[src/rtl/pipe_pkg.sv]
// Shared pipeline widths and constants for the instruction fetch slice.
package pipe_pkg;

  localparam int unsigned INST_W = 32;
  localparam int unsigned ADDR_W = 32;

  localparam logic [ADDR_W-1:0] RESET_PC = 32'h0000_0000;
  localparam logic [INST_W-1:0] NOP      = 32'h0000_0000;

endpackage

[src/rtl/fetch_fifo.sv]
// Instruction buffer: DEPTH {inst, pc} entries with push/pop/flush and a
// zeroed head when empty.
module fetch_fifo
  import pipe_pkg::*;
#(
  parameter int unsigned DEPTH = 4
) (
  input  logic                      clk,
  input  logic                      rst,
  input  logic                      i_flush,
  input  logic                      i_push,
  input  logic [INST_W-1:0]         i_push_inst,
  input  logic [ADDR_W-1:0]         i_push_pc,
  input  logic                      i_pop,
  output logic [$clog2(DEPTH):0]    o_count,
  output logic                      o_valid,
  output logic [INST_W-1:0]         o_head_inst,
  output logic [ADDR_W-1:0]         o_head_pc
);

  localparam int unsigned PW = $clog2(DEPTH);

  logic [INST_W-1:0]  r_inst [DEPTH];
  logic [ADDR_W-1:0]  r_pc   [DEPTH];
  logic [PW-1:0]      r_wp;
  logic [PW-1:0]      r_rp;
  logic [PW:0]        r_count;
  logic               w_wr;
  logic               w_rd;

  // Flush wins over any push/pop in the same cycle.
  assign w_wr = i_push & ~i_flush;
  assign w_rd = i_pop  & ~i_flush;

  always_ff @(posedge clk) begin
    if (w_wr) begin
      r_inst[r_wp] <= i_push_inst;
      r_pc[r_wp]   <= i_push_pc;
    end
  end

  always_ff @(posedge clk or posedge rst) begin
    if (rst) begin
      r_wp    <= '0;
      r_rp    <= '0;
      r_count <= '0;
    end else if (i_flush) begin
      r_wp    <= '0;
      r_rp    <= '0;
      r_count <= '0;
    end else begin
      if (w_wr) r_wp <= r_wp + 1'b1;
      if (w_rd) r_rp <= r_rp + 1'b1;
      case ({w_wr, w_rd})
        2'b10:   r_count <= r_count + 1'b1;
        2'b01:   r_count <= r_count - 1'b1;
        default: r_count <= r_count;
      endcase
    end
  end

  assign o_count     = r_count;
  assign o_valid     = (r_count != '0);
  assign o_head_inst = o_valid ? r_inst[r_rp] : NOP;
  assign o_head_pc   = o_valid ? r_pc[r_rp]   : '0;

endmodule

[src/rtl/if_fetch_queue.sv]
// Fetch stage: issues instruction-memory requests, buffers responses in
// fetch_fifo and handles branch redirects.
module if_fetch_queue
  import pipe_pkg::*;
#(
  parameter int unsigned        DEPTH    = 4,
  parameter logic [ADDR_W-1:0]  RESET_PC = pipe_pkg::RESET_PC
) (
  input  logic                clk,
  input  logic                rst,
  output logic                imem_req,
  output logic [ADDR_W-1:0]   imem_addr,
  input  logic [INST_W-1:0]   imem_rdata,
  input  logic                redirect,
  input  logic [ADDR_W-1:0]   redirect_pc,
  input  logic                id_ready,
  output logic                id_valid,
  output logic [INST_W-1:0]   id_inst,
  output logic [ADDR_W-1:0]   id_pc
);

  localparam int unsigned CW = $clog2(DEPTH) + 1;

  logic [ADDR_W-1:0]  r_pc;
  logic [ADDR_W-1:0]  r_req_addr;
  logic               r_inflight;
  logic [CW-1:0]      w_count;
  logic [CW:0]        w_need;
  logic               w_pop;
  logic               w_push;
  logic               w_req;

  // Slots needed if this request issues: buffered + in flight + new - leaving.
  always_comb begin
    w_need = {1'b0, w_count} + (CW+1)'(r_inflight) + (CW+1)'(1)
             - (CW+1)'(id_valid & id_ready);
    w_req  = ~rst & ~redirect & (w_need <= (CW+1)'(DEPTH));
  end

  assign w_pop     = id_valid & id_ready;
  assign w_push    = r_inflight;
  assign imem_req  = w_req;
  assign imem_addr = r_pc;

  always_ff @(posedge clk or posedge rst) begin
    if (rst) begin
      r_pc       <= RESET_PC;
      r_req_addr <= '0;
      r_inflight <= 1'b0;
    end else if (redirect) begin
      r_pc       <= {redirect_pc[ADDR_W-1:2], 2'b00};
      r_inflight <= 1'b0;
    end else begin
      r_inflight <= w_req;
      if (w_req) begin
        r_pc       <= r_pc + 32'd4;
        r_req_addr <= r_pc;
      end
    end
  end

  fetch_fifo #(
    .DEPTH (DEPTH)
  ) u_fifo (
    .clk         (clk),
    .rst         (rst),
    .i_flush     (redirect),
    .i_push      (w_push),
    .i_push_inst (imem_rdata),
    .i_push_pc   (r_req_addr),
    .i_pop       (w_pop),
    .o_count     (w_count),
    .o_valid     (id_valid),
    .o_head_inst (id_inst),
    .o_head_pc   (id_pc)
  );

endmodule

[config.mk]
export PLATFORM = sky130hd
export DESIGN_NAME = if_fetch_queue
export DESIGN_NICKNAME = d
export VERILOG_FILES = /design/src/rtl/pipe_pkg.sv /design/src/rtl/fetch_fifo.sv /design/src/rtl/if_fetch_queue.sv
export SDC_FILE = /design/constraint.sdc
export NUM_CORES = 1
export LEC_CHECK = 0
export CORE_MARGIN = 2
export CORE_UTILIZATION = 62
export CTS_BUF_LIST = sky130_fd_sc_hd__clkbuf_4 sky130_fd_sc_hd__clkbuf_8
export DETAILED_ROUTE_END_ITERATION = 8
export PLACE_DENSITY = 0.93
export SETUP_SLACK_MARGIN = 0.5
export SYNTH_ARGS = -nofsm -noshare
export SYNTH_HDL_FRONTEND = slang
export SYNTH_HIERARCHICAL = 1
export SYNTH_SLANG_ARGS = --single-unit
[constraint.sdc]
create_clock -name clk -period 7.19 [get_ports clk]
set_input_delay 1.438 -clock clk [delete_from_list [all_inputs] [get_ports clk]]
set_output_delay 1.438 -clock clk [all_outputs]
set_load 0.01 [all_outputs]
## After elaboration in Yosys (flattened, before gate mapping)

Memories as Yosys holds them, arrays and structs flattened.
Index checks and enable logic that the tools add are counted.

- Div/mod/pow operators: 0
- Mux-type cells: 13
- $add $sub $neg: 8
- Bitwise gates (word level): 8
- Multipliers: 0
- Reductions and logical operators: 6
- Order comparisons: 1
- Shifts and indexed selects: 0
- Eq/ne operators: 2

Operators with widths:

| kind | count |
|---|---|
| two-way mux 32 bit | 4 |
| adder 32 x 3 -> 32 bit, second input constant | 1 |
| two-way mux 2 bit | 4 |
| AND 1 bit | 6 |
| one-hot mux 3 bit (2 select lines) | 1 |
| nonzero test 2 bit | 3 |
| nonzero test 3 bit | 2 |
| adder 2 x 1 -> 2 bit, second input constant | 2 |
| adder 3 x 1 -> 4 bit | 1 |
| adder 4 x 1 -> 4 bit, second input constant | 1 |
| <= comparator 4 x 3 -> 1 bit, second input constant | 1 |
| subtractor 4 x 1 -> 4 bit | 1 |
| adder 3 x 1 -> 3 bit, second input constant | 1 |
| two-way mux 1 bit | 3 |
| two-way mux 3 bit | 1 |
| subtractor 3 x 1 -> 3 bit, second input constant | 1 |
| == test 2 x 1 -> 1 bit, second input constant | 1 |
| == test 2 bit, second input constant | 1 |
| NOT 1 bit | 2 |
| AND reduction 2 bit | 1 |

- Register bits: 72
- Input bits: 68
- Latch bits: 0
- Output and inout port bits: 98
- Memories kept: 2
- RAM bits: 256
- Word-level logic and storage cells: 46
- Memory bits (read-only): 0

Memories:

| memory | words | width | rd ports | clocked after memory_dff | write ports | line | RTL |
|---|---|---|---|---|---|---|---|
| u_fifo.r_inst | 4 | 32 | 1 | 0 | 1 | fetch_fifo.sv:23 | `logic [INST_W-1:0] r_inst [DEPTH];` |
| u_fifo.r_pc | 4 | 32 | 1 | 0 | 1 | fetch_fifo.sv:24 | `logic [ADDR_W-1:0] r_pc [DEPTH];` |

## Logic depth before layout (Yosys ltp)

Gate-level depths: netlist of the first run.

- Depth after elaboration: 7
- Gate-level depth with buffers: 13
- Gate-level depth less buffers: 10

## By module

The synthesis of the first run kept the hierarchy.

Modules (own cells, without submodules):

| module | area each (um2) | cells each | sequential area each (um2) | instances |
|---|---|---|---|---|
| fetch_fifo | 10093.4 | 448 | 7862.5 | 1 |
| if_fetch_queue | 2964.1 | 268 | 1526.5 | 1 |

## Worst setup path before layout of the first run

Ideal clock, no wire load.

- Path kind: input to output
- Start: in id_ready
- End: out imem_req
- Stages: 8
- Data arrival time: 3.427 ns
- Required time: 5.752 ns
- Buffers on the path: 1
- Setup slack: 2.325 ns
- Path through: nand2_1 fa_1 ha_1 ha_1 or3b_1 a21oi_4 buf_2 nor2b_1

- Longest elaborated chain between the ends: 4

Ends and longest elaborated chain:

| what | line | RTL |
|---|---|---|
| from (decl) | if_fetch_queue.sv:16 | `input logic id_ready,` |
| AND 1 bit | if_fetch_queue.sv:36 | `- (CW+1)'(id_valid & id_ready);` |
| subtractor 4 x 1 -> 4 bit | if_fetch_queue.sv:36 |  |
| <= comparator 4 x 3 -> 1 bit | if_fetch_queue.sv:37 | `w_req = ~rst & ~redirect & (w_need <= (CW+1)'(DEPTH));` |
| AND 1 bit | if_fetch_queue.sv:37 |  |
| to (decl) | if_fetch_queue.sv:11 | `output logic imem_req,` |

No other way between the ends.

## Final worst setup path of the first run

Same ends and word-level chain as after synthesis.

==> results of run 1 <==
## kinds of logic after synthesis
| family | Yosys count |
|---|---|
| adder cells (fa/ha/maj) | 9 |
| AND/OR/NAND/NOR | 176 |
| flip-flops | 324 |
| AO/OA/AOI/OAI | 33 |
| multiplexers | 99 |
| other | 1 |
| XOR/XNOR | 31 |
| buffers and inverters | 43 |
## final cells by class
type	instances	share of cell area, %
sequential	324	59.2
clock buffer	63	4.99
inverter	6	0.142
tap	275	2.17
timing repair buffer	166	10.4
clock inverter	29	1.28
multi-input combinational	358	21.9
## metal layers
layer	GRT usage [%]	part of all wire, %	wire [um]
met4	6.52	1.3	345
met2	40.0	51	13100
met3	6.76	7.9	2040
met1	31.6	40	10400
met5	0	0	0
## critical path, delay by kind of cell
| kind | cells | cell delay (ns) |
|---|---|---|
| buffers and inverters | 3 | 1.33 |
| AO/OA/AOI/OAI | 1 | 0.16 |
| AND/OR/NAND/NOR | 3 | 0.70 |
| adder cells (fa/ha/maj) | 3 | 0.86 |
## sequential cells by signal (all words and copies together) (netlist names)
| name | flops |
|---|---|
| u_fifo/r_inst | 128 |
| u_fifo/r_pc | 128 |
| imem_addr | 30 |
| r_req_addr | 30 |
| u_fifo/o_count | 3 |
| u_fifo/r_rp | 2 |
| u_fifo/r_wp | 2 |
| r_inflight | 1 |
## power by group through the flow
stage          Sequential, mW  Combinational, mW  Clock, mW
3_5_place_dp             2.60               1.52          0
3_3_place_gp             2.58               1.47          0
6_report                 2.56               1.50       1.50
2_1_floorplan            2.44              0.954          0
4_1_cts                  2.56               1.53       1.53
5_1_grt                  2.60               1.62       1.60
## synth_stat cells, types with 4 or more instances
library cell and count:
xnor2_1 6, inv_1 6, edfxtp_1 256, nor2b_1 5, nand4_1 21, nor2_1 10
clkbuf_1 16, and2_1 70, nand3_1 7, buf_2 9, buf_4 7, mux2_2 31
nand2_1 38, mux4_2 64, ha_1 7, dfrtp_1 68, xor2_1 25, and3_1 6
buf_6 5, nor3_1 4, o21ai_0 27
## per-stage QoR
stage	utilization (%)	hold WS, ns	power (mW)
2_1_floorplan	-	0.469	3.40
3_3_place_gp	71.5	0.493	4.05
3_5_place_dp	71.5	0.504	4.11
4_1_cts	76.3	0.519	5.62
5_1_grt	76.3	0.550	5.82
6_report	76.3	0.517	5.55
## path summary, 6_finish.rpt
| kind | from | to | slack, ns | cells past startpoint |
|---|---|---|---|---|
| min | r_req_addr[19]$_DFFE_PP0P_ | u_fifo/r_pc[0][19]$_DFFE_PP_ | 0.52 | 0 |
| min in group asynchronous | rst | u_fifo/r_wp[0]$_DFFE_PP0P_ | 1.35 | 2 |
| max in group asynchronous | rst | r_req_addr[5]$_DFFE_PP0P_ | 4.99 | 3 |
| max reg2reg | u_fifo/o_count[0]$_DFFE_PP0P_ | r_req_addr[14]$_DFFE_PP0P_ | 3.10 | 11 |
| max | id_ready | imem_req | 1.26 | 10 |
| min reg2reg | r_req_addr[19]$_DFFE_PP0P_ | u_fifo/r_pc[0][19]$_DFFE_PP_ | 0.52 | 0 |
==> impl_metrics.tcl, run 1 <==
set metrics [dict create \
    synth_area_um2 13100 \
    holdBufCountCts 0 \
    synth_seq_cells 324 \
    wl_um 25900 \
    timing.max_cap.violations 0 \
    syn2layout_area_growth_pct 21.6 \
    port_buffers 161 \
    synth.distinct_cells 42 \
    stdcell_count 1221 \
    clock_latency_ns 0.55 \
    max_stage_delay_ns 0.55 \
    p_int_mw 4.02 \
    finClkSkew_ns 0.0134 \
    synth_compound_area_share_pct 1.47 \
    yosysTopAreaCell "edfxtp_1" \
    min_period_over_period_pct 82.5 \
    synth_fa_ha_area_share_pct 0.977 \
    synth_area_leaders "edfxtp_1, dfrtp_1, mux4_2" \
    via_count 7089 \
    power_frac_seq_pct 46.0 \
    ys_warn_count 6 \
    critical_path_required_ns 5.75 \
    dr.pass1.iters 5 \
    grt_max_degree 72 \
    path_class "in2out" \
    dp_cells 1129 \
    avgSynthCellArea_um2 18.2 \
    cts_buffers 49 \
    finalSetupViolCount 0 \
    pre_cts_ws_ns 1.27 \
    final_cell_area_um2 15900 \
    cp_max_fo 18 \
    grt_overflow 0 \
    synth.yosys.seq_area_share_pct 71.9 \
    leakagePower_nw 5.45 \
    worstPathArrival_ns 4.49 \
    cts.path.max_buffers 3 \
    p_sw_mw 1.54 \
    min_period_ns 5.93 \
    p_sw_share_pct 27.7 \
    cts-root-buf "clkbuf_8" \
    vias_per_cell 5.81 \
    critPathLaunchType "primary input" \
    die_h_um 149 \
    synth_xor_area_share_pct 2.08 \
    regArea_um2 9400 \
    htree_levels 2 \
    finalHoldViolCount 0 \
    post_cts_resized 0 \
    drc_errors 0 \
    first_iter_violations 514 \
    syn_inst 716 \
    die_x_um 149 \
    crit_chain "clkdlybuf4s50_1 > nand2_1 > fa_1 > ha_1 > ha_1 > or3b_1 > a21oi_4 > buf_4 > nor2b_1 > clkdlybuf4s50_1" \
    nNetsFinal 982 \
    synth_top_family_by_area "multiplexers" \
    final_antenna_net_count 0 \
    postCtsSetupBuffers 0 \
    outcome "finished, final reports clean" \
    synth_edf_count 256 \
    synthArstFlopShare_pct 21.0 \
    place_area_um2 14900 \
    io_pins 166 \
    worst_path_max_delay_cell "clkdlybuf4s50_1" \
    layout_commonest_cell "edfxtp_1" \
    finalWorstSetupSlack_ns 1.26 \
    muxShareOfSynthArea_pct 14.0 \
    synth-simple-area-share_pct 7.70 \
    cp-end-kind "primary output" \
    cts_tree "done" \
    synth_ff_type "edfxtp_1" \
    hpwl_um 15100 \
    final.fill_count 1191 \
    report.final.slew_viol_count 0 \
    fp.coreArea_um2 20800 \
    tightestPinTransition_ns 1.13 \
    grt_util_all_layers_pct 24.0 \
    rsz0062_at_grt "false" \
    fmax_mhz 169 \
    grt_pass1_wl_um 40600 \
    multi_input_area_um2 3480 \
    slew_headroom_pct 24.8 \
    setup_tns_ns 0 \
    place.gp.congestion 0.800 \
    p_comb_share_pct 27.1 \
    synth_top_area_share_pct 58.9 \
    pwr-share-clk_pct 26.9 \
    power.density_nw_per_um2 350 \
    hold_class "reg2reg" \
    die_area_um2 22200 \
    routedWlPerCell_um 21.2 \
    clk_pin_slew_worst_paths_ns 0.07 \
    initial_core_util_pct 62.7 \
    drive_gt1_share_pct 20.4 \
    final_cell_mix "edfxtp_1, clkdlybuf4s50_1, and2_1, dfrtp_1, mux4_2" \
    antenna_found_initial 0 \
    num_rows 53 \
    cts_sinks 324 \
    vdd_drop_max_uv 254 \
    antenna_cells 0 \
    grt_pass1_vias 7564 \
]
(Power assumes the default switching activity.)
==> run 2: changes to the inputs <==
- CORE_UTILIZATION: 62 -> 52
- PLACE_DENSITY: 0.93 -> 0.84
- clock period: 7.19 -> 5.3 ns (I/O delays scaled with it)
==> impl_metrics.tcl, run 2 (synthesized netlist as in run 1, its figures left out) <==
set metrics [dict create \
    layout_commonest_cell "edfxtp_1" \
    hpwl_um 14700 \
    drive_gt1_share_pct 21.5 \
    antenna_cells 0 \
    stdcell_count 1271 \
    cts_tree "done" \
    final_cell_mix "edfxtp_1, clkdlybuf4s50_1, and2_1, dfrtp_1, mux4_2" \
    place.gp.congestion 0.827 \
    tightestPinTransition_ns 1.05 \
    first_iter_violations 500 \
    critical_path_required_ns 4.24 \
    critPathTopFamily "adder cells" \
    clk_pin_slew_worst_paths_ns 0.06 \
    routedWlPerCell_um 20.2 \
    wl_um 25600 \
    io_pins 166 \
    cts_buffers 51 \
    cp_common_cell "ha_1" \
    setup_tns_ns 0 \
    totalPowerFinal_mw 7.54 \
    worst_path_max_delay_cell "clkdlybuf4s50_1" \
    leakagePower_nw 5.49 \
    min_period_over_period_pct 86.4 \
    cts.path.max_buffers 3 \
    grt_overflow 0 \
    min_period_ns 4.58 \
    layout_top_registers "u_fifo/r_inst (128), u_fifo/r_pc (128)" \
    fp.coreArea_um2 24500 \
    final_antenna_net_count 0 \
    dr.pass1.iters 5 \
    drc_errors 0 \
    port_buffers 161 \
    grt_pass1_vias 7354 \
    cp-end-kind "primary output" \
    cts-root-buf "clkbuf_8" \
    final.fill_count 1679 \
    vias_per_cell 5.53 \
    finClkSkew_ns 0.0277 \
    worstPathArrival_ns 3.52 \
    htree_levels 2 \
    grt_max_degree 71 \
    nNetsFinal 986 \
    rsz0062_at_grt "false" \
    grt_util_all_layers_pct 19.7 \
    grt_pass1_wl_um 40100 \
    fmax_mhz 218 \
    cts_sinks 324 \
    dp_cells 1180 \
    syn2layout_area_growth_pct 22.5 \
    report.final.slew_viol_count 0 \
    finalSetupViolCount 0 \
    critPathBufInv 2 \
    timing.max_cap.violations 0 \
    slew_headroom_pct 30.3 \
    final_cell_area_um2 16000 \
    antenna_found_initial 0 \
    power.density_nw_per_um2 471 \
    num_rows 57 \
    die_h_um 162 \
    clock_latency_ns 0.57 \
    cp_max_fo 2 \
    final_util_pct 65.4 \
    postCtsSetupBuffers 0 \
    finalWorstSetupSlack_ns 0.720 \
    path_class "in2out" \
    via_count 7034 \
    die_area_um2 26400 \
    finalHoldViolCount 0 \
    place_area_um2 15000 \
    max_stage_delay_ns 0.49 \
    holdBufCountCts 0 \
    vdd_drop_max_uv 309 \
    critPathLaunchType "primary input" \
    outcome "finished, final reports clean" \
    whs_ns 0.507 \
    pre_cts_ws_ns 0.376 \
    initial_core_util_pct 53.4 \
    hold_class "reg2reg" \
    crit_chain "clkdlybuf4s50_1 > nand2_1 > fa_1 > ha_1 > ha_1 > or3b_4 > a21oi_4 > nor2b_1 > dlygate4sd2_1" \
    die_x_um 162 \
]
run 2: changes by cell type in the layout (fill, tap and decap cells not counted), sizes merged:
cell	previous run	this run
buf	6	8
bufinv	3	0
clkbuf	63	79
clkdlybuf4s50	160	159
clkinv	25	9
clkinvlp	1	0
dlygate4sd2	0	1
inv	6	9
run 2: cell type report:
type	count	area, um^2	share of cell area (%)
clock buffers	79	931	5.82
clock inverters	12	65.1	0.407
inverters	6	22.5	0.141
multi-input cells	358	3490	21.8
flip-flops and latches	324	9400	58.8
well taps	324	405	2.54
repair buffers	168	1680	10.5
run 2: path summary, 6_finish.rpt:
path,slack [ns],endpoint,cells after the start,start
max in group asynchronous,3.47,r_req_addr[15]$_DFFE_PP0P_,3,rst
setup reg to reg,1.73,r_req_addr[24]$_DFFE_PP0P_,11,u_fifo/o_count[0]$_DFFE_PP0P_
min in group asynchronous,0.89,r_req_addr[23]$_DFFE_PP0P_,2,rst
hold / removal,0.51,u_fifo/r_pc[3][25]$_DFFE_PP_,0,r_req_addr[25]$_DFFE_PP0P_
hold reg to reg,0.51,u_fifo/r_pc[3][25]$_DFFE_PP_,0,r_req_addr[25]$_DFFE_PP0P_
setup / recovery,0.72,imem_req,9,id_ready
run 2: where the power goes:
part / internal, mW / switching, mW / leakage [nW]
sequential: 3.11 / 0.339 / 3.15
clock: 1.12 / 0.897 / 0.537
combinational: 1.23 / 0.845 / 1.80
total: 5.46 / 2.08 / 5.49
run 2: metal layers:
layer / wire, um / GRT usage (%)
met1: 11100 / 27.1
met2: 12300 / 32.2
met3: 1920 / 5.02
met4: 331 / 4.47
met5: 0 / 0
run 2: timing repair:
| item | in CTS | in global routing |
|---|---|---|
| endpoints found under the setup margin | 1 | 0 |
| gates resized for setup | 2 | 0 |
| endpoints found under the hold margin | 0 | 0 |
==> run 3: changes to the inputs <==
--- a/config.mk
+++ b/config.mk
@@ -7,8 +7,7 @@
 export LEC_CHECK = 0
 export CORE_MARGIN = 2
-export CORE_UTILIZATION = 52
-export CTS_BUF_LIST = sky130_fd_sc_hd__clkbuf_4 sky130_fd_sc_hd__clkbuf_8
+export CORE_UTILIZATION = 50
 export DETAILED_ROUTE_END_ITERATION = 8
-export PLACE_DENSITY = 0.84
+export PLACE_DENSITY = 0.81
 export SETUP_SLACK_MARGIN = 0.5
 export SYNTH_ARGS = -nofsm -noshare
==> constraint.sdc (replaced) <==
create_clock -name clk -period 5.3 [get_ports clk]
set_input_delay 1.06 -clock clk [delete_from_list [all_inputs] [get_ports clk]]
set_output_delay 1.06 -clock clk [all_outputs]
set_load 0.02 [all_outputs]
==> impl_metrics.tcl, run 3 (synthesized netlist as in run 1, its figures left out) <==
set metrics [dict create \
    final_antenna_net_count 0 \
    outcome "finished, final reports clean" \
    min_period_ns 4.58 \
    cts_buffers 35 \
    clock_latency_ns 0.51 \
    wl_um 26100 \
    routedWlPerCell_um 20.8 \
    via_count 6915 \
    finalHoldViolCount 0 \
    final_util_pct 62.6 \
    drc_errors 0 \
    cts_sinks 324 \
    fmax_mhz 218 \
    htree_levels 2 \
    timing.max_cap.violations 0 \
    hold_class "reg2reg" \
    r2r_cells 11 \
    rsz0062_at_grt "false" \
    fp.coreArea_um2 25800 \
    cts-root-buf "clkbuf_16" \
    leakagePower_nw 5.54 \
    finalSetupViolCount 0 \
    syn2layout_area_growth_pct 23.8 \
    power.density_nw_per_um2 504 \
    final_cell_mix "edfxtp_1, clkdlybuf4s50_1, and2_1, dfrtp_1, mux4_2" \
    path_class "in2out" \
    tightestPinTransition_ns 1.05 \
    grt_pass1_vias 7275 \
    grt_util_all_layers_pct 19.3 \
    setup_tns_ns 0 \
    crit_start "id_ready" \
    report.final.slew_viol_count 0 \
    initial_core_util_pct 50.5 \
    dr.pass1.iters 5 \
    die_area_um2 27400 \
    antenna_cells 0 \
    die_h_um 166 \
    min_period_over_period_pct 86.4 \
    rr_startpoint "u_fifo/o_count[0]$_DFFE_PP0P_" \
    whs_ns 0.516 \
    drive_gt1_share_pct 19.1 \
    port_buffers 161 \
    nNetsFinal 972 \
    worstPathArrival_ns 3.52 \
    holdBufCountCts 0 \
    cp_max_fo 2 \
    slew_headroom_pct 29.7 \
    hold_path.startpoint "r_req_addr[10]$_DFFE_PP0P_" \
    final.fill_count 1872 \
    antenna_found_initial 0 \
    vias_per_cell 5.51 \
    cts.path.max_buffers 3 \
    hpwl_um 15000 \
    vdd_drop_max_uv 424 \
    first_iter_violations 681 \
    die_x_um 166 \
    clk_pin_slew_worst_paths_ns 0.06 \
    cts_tree "done" \
    critPathLaunchType "primary input" \
    place.gp.congestion 0.860 \
    finClkSkew_ns 0.0172 \
    grt_pass1_wl_um 41500 \
    grt_overflow 0 \
    layout_commonest_cell "edfxtp_1" \
    num_rows 59 \
    grt_max_degree 71 \
    postCtsSetupBuffers 0 \
    hold_depth 0 \
    layout_top_registers "u_fifo/r_inst (128), u_fifo/r_pc (128)" \
    io_pins 166 \
    cp-end-kind "primary output" \
    critical_path_required_ns 4.24 \
]
==> run 3: changes by cell type in the layout (fill, tap and decap cells not counted), moves of 3 or more <==
cell | previous run | this run
clkbuf_1 | 0 | 4
clkbuf_4 | 25 | 0
buf_4 | 5 | 8
clkinv_2 | 2 | 7
clkbuf_8 | 54 | 5
clkbuf_16 | 0 | 39
clkinv_1 | 7 | 4
==> run 3: critical path, stage by stage <==
cell and delay (ns):
clkdlybuf4s50_1 0.50, nand2_1 0.09, fa_1 0.38, ha_1 0.19, ha_1 0.28, or3b_1 0.42
a21oi_4 0.20, nor2b_1 0.19, clkbuf_2 0.19
==> run 3: routing by layer <==
layer,vias to the layer above,share of wire (%),track usage [%]
met3,37,6.4,4.06
li1,3108,-,-
met2,241,48,31.1
met1,3529,44,27.4
met4,0,1.8,4.80
met5,-,0,0
==> run 3: final timing paths <==
path / endpoint / slack (ns)
max: imem_req / 0.72
min: u_fifo/r_pc[2][10]$_DFFE_PP_ / 0.52
max reg2reg: r_req_addr[21]$_DFFE_PP0P_ / 1.74
min reg2reg: u_fifo/r_pc[2][10]$_DFFE_PP_ / 0.52
max in group asynchronous: r_req_addr[4]$_DFFE_PP0P_ / 3.28
min in group asynchronous: u_fifo/o_count[1]$_DFFE_PP0P_ / 1.06
==> run 3: timing repair <==
item                       4_1_cts  5_1_grt
gates resized for setup          1        2
gates cloned                     0        0
setup endpoints to repair        1        1
==> run 3: where the power goes <==
part / total [mW] / internal, mW / switching (mW) / leakage [nW]
Combinational: 2.30 / 1.22 / 1.08 / 1.81
Sequential: 3.46 / 3.11 / 0.347 / 3.15
Clock: 2.39 / 1.45 / 0.942 / 0.580
==> run 3: area by class of cell <==
type	instances	area (um^2)	share of cell area [%]
Clock buffer	48	1060	6.55
Clock inverter	14	105	0.650
Inverter	6	22.5	0.139
Multi-Input combinational cell	358	3480	21.6
Sequential cell	324	9400	58.1
Tap cell	335	419	2.59
Timing Repair Buffer	170	1680	10.4
==> run 3: through the flow <==
| stage | setup slack (ns) | cell area, um^2 | std cells | power, mW |
|---|---|---|---|---|
| finish | 0.721 | 16200 | 1255 | 8.15 |
| global route | 0.592 | 16200 | 1255 | 8.53 |
| global placement | 0.299 | 15000 | 1193 | 5.80 |
| floorplan | 1.06 | 13100 | 725 | 4.85 |
| CTS | 0.530 | 16200 | 1255 | 8.26 |
| detailed placement | 0.269 | 15000 | 1193 | 5.85 |
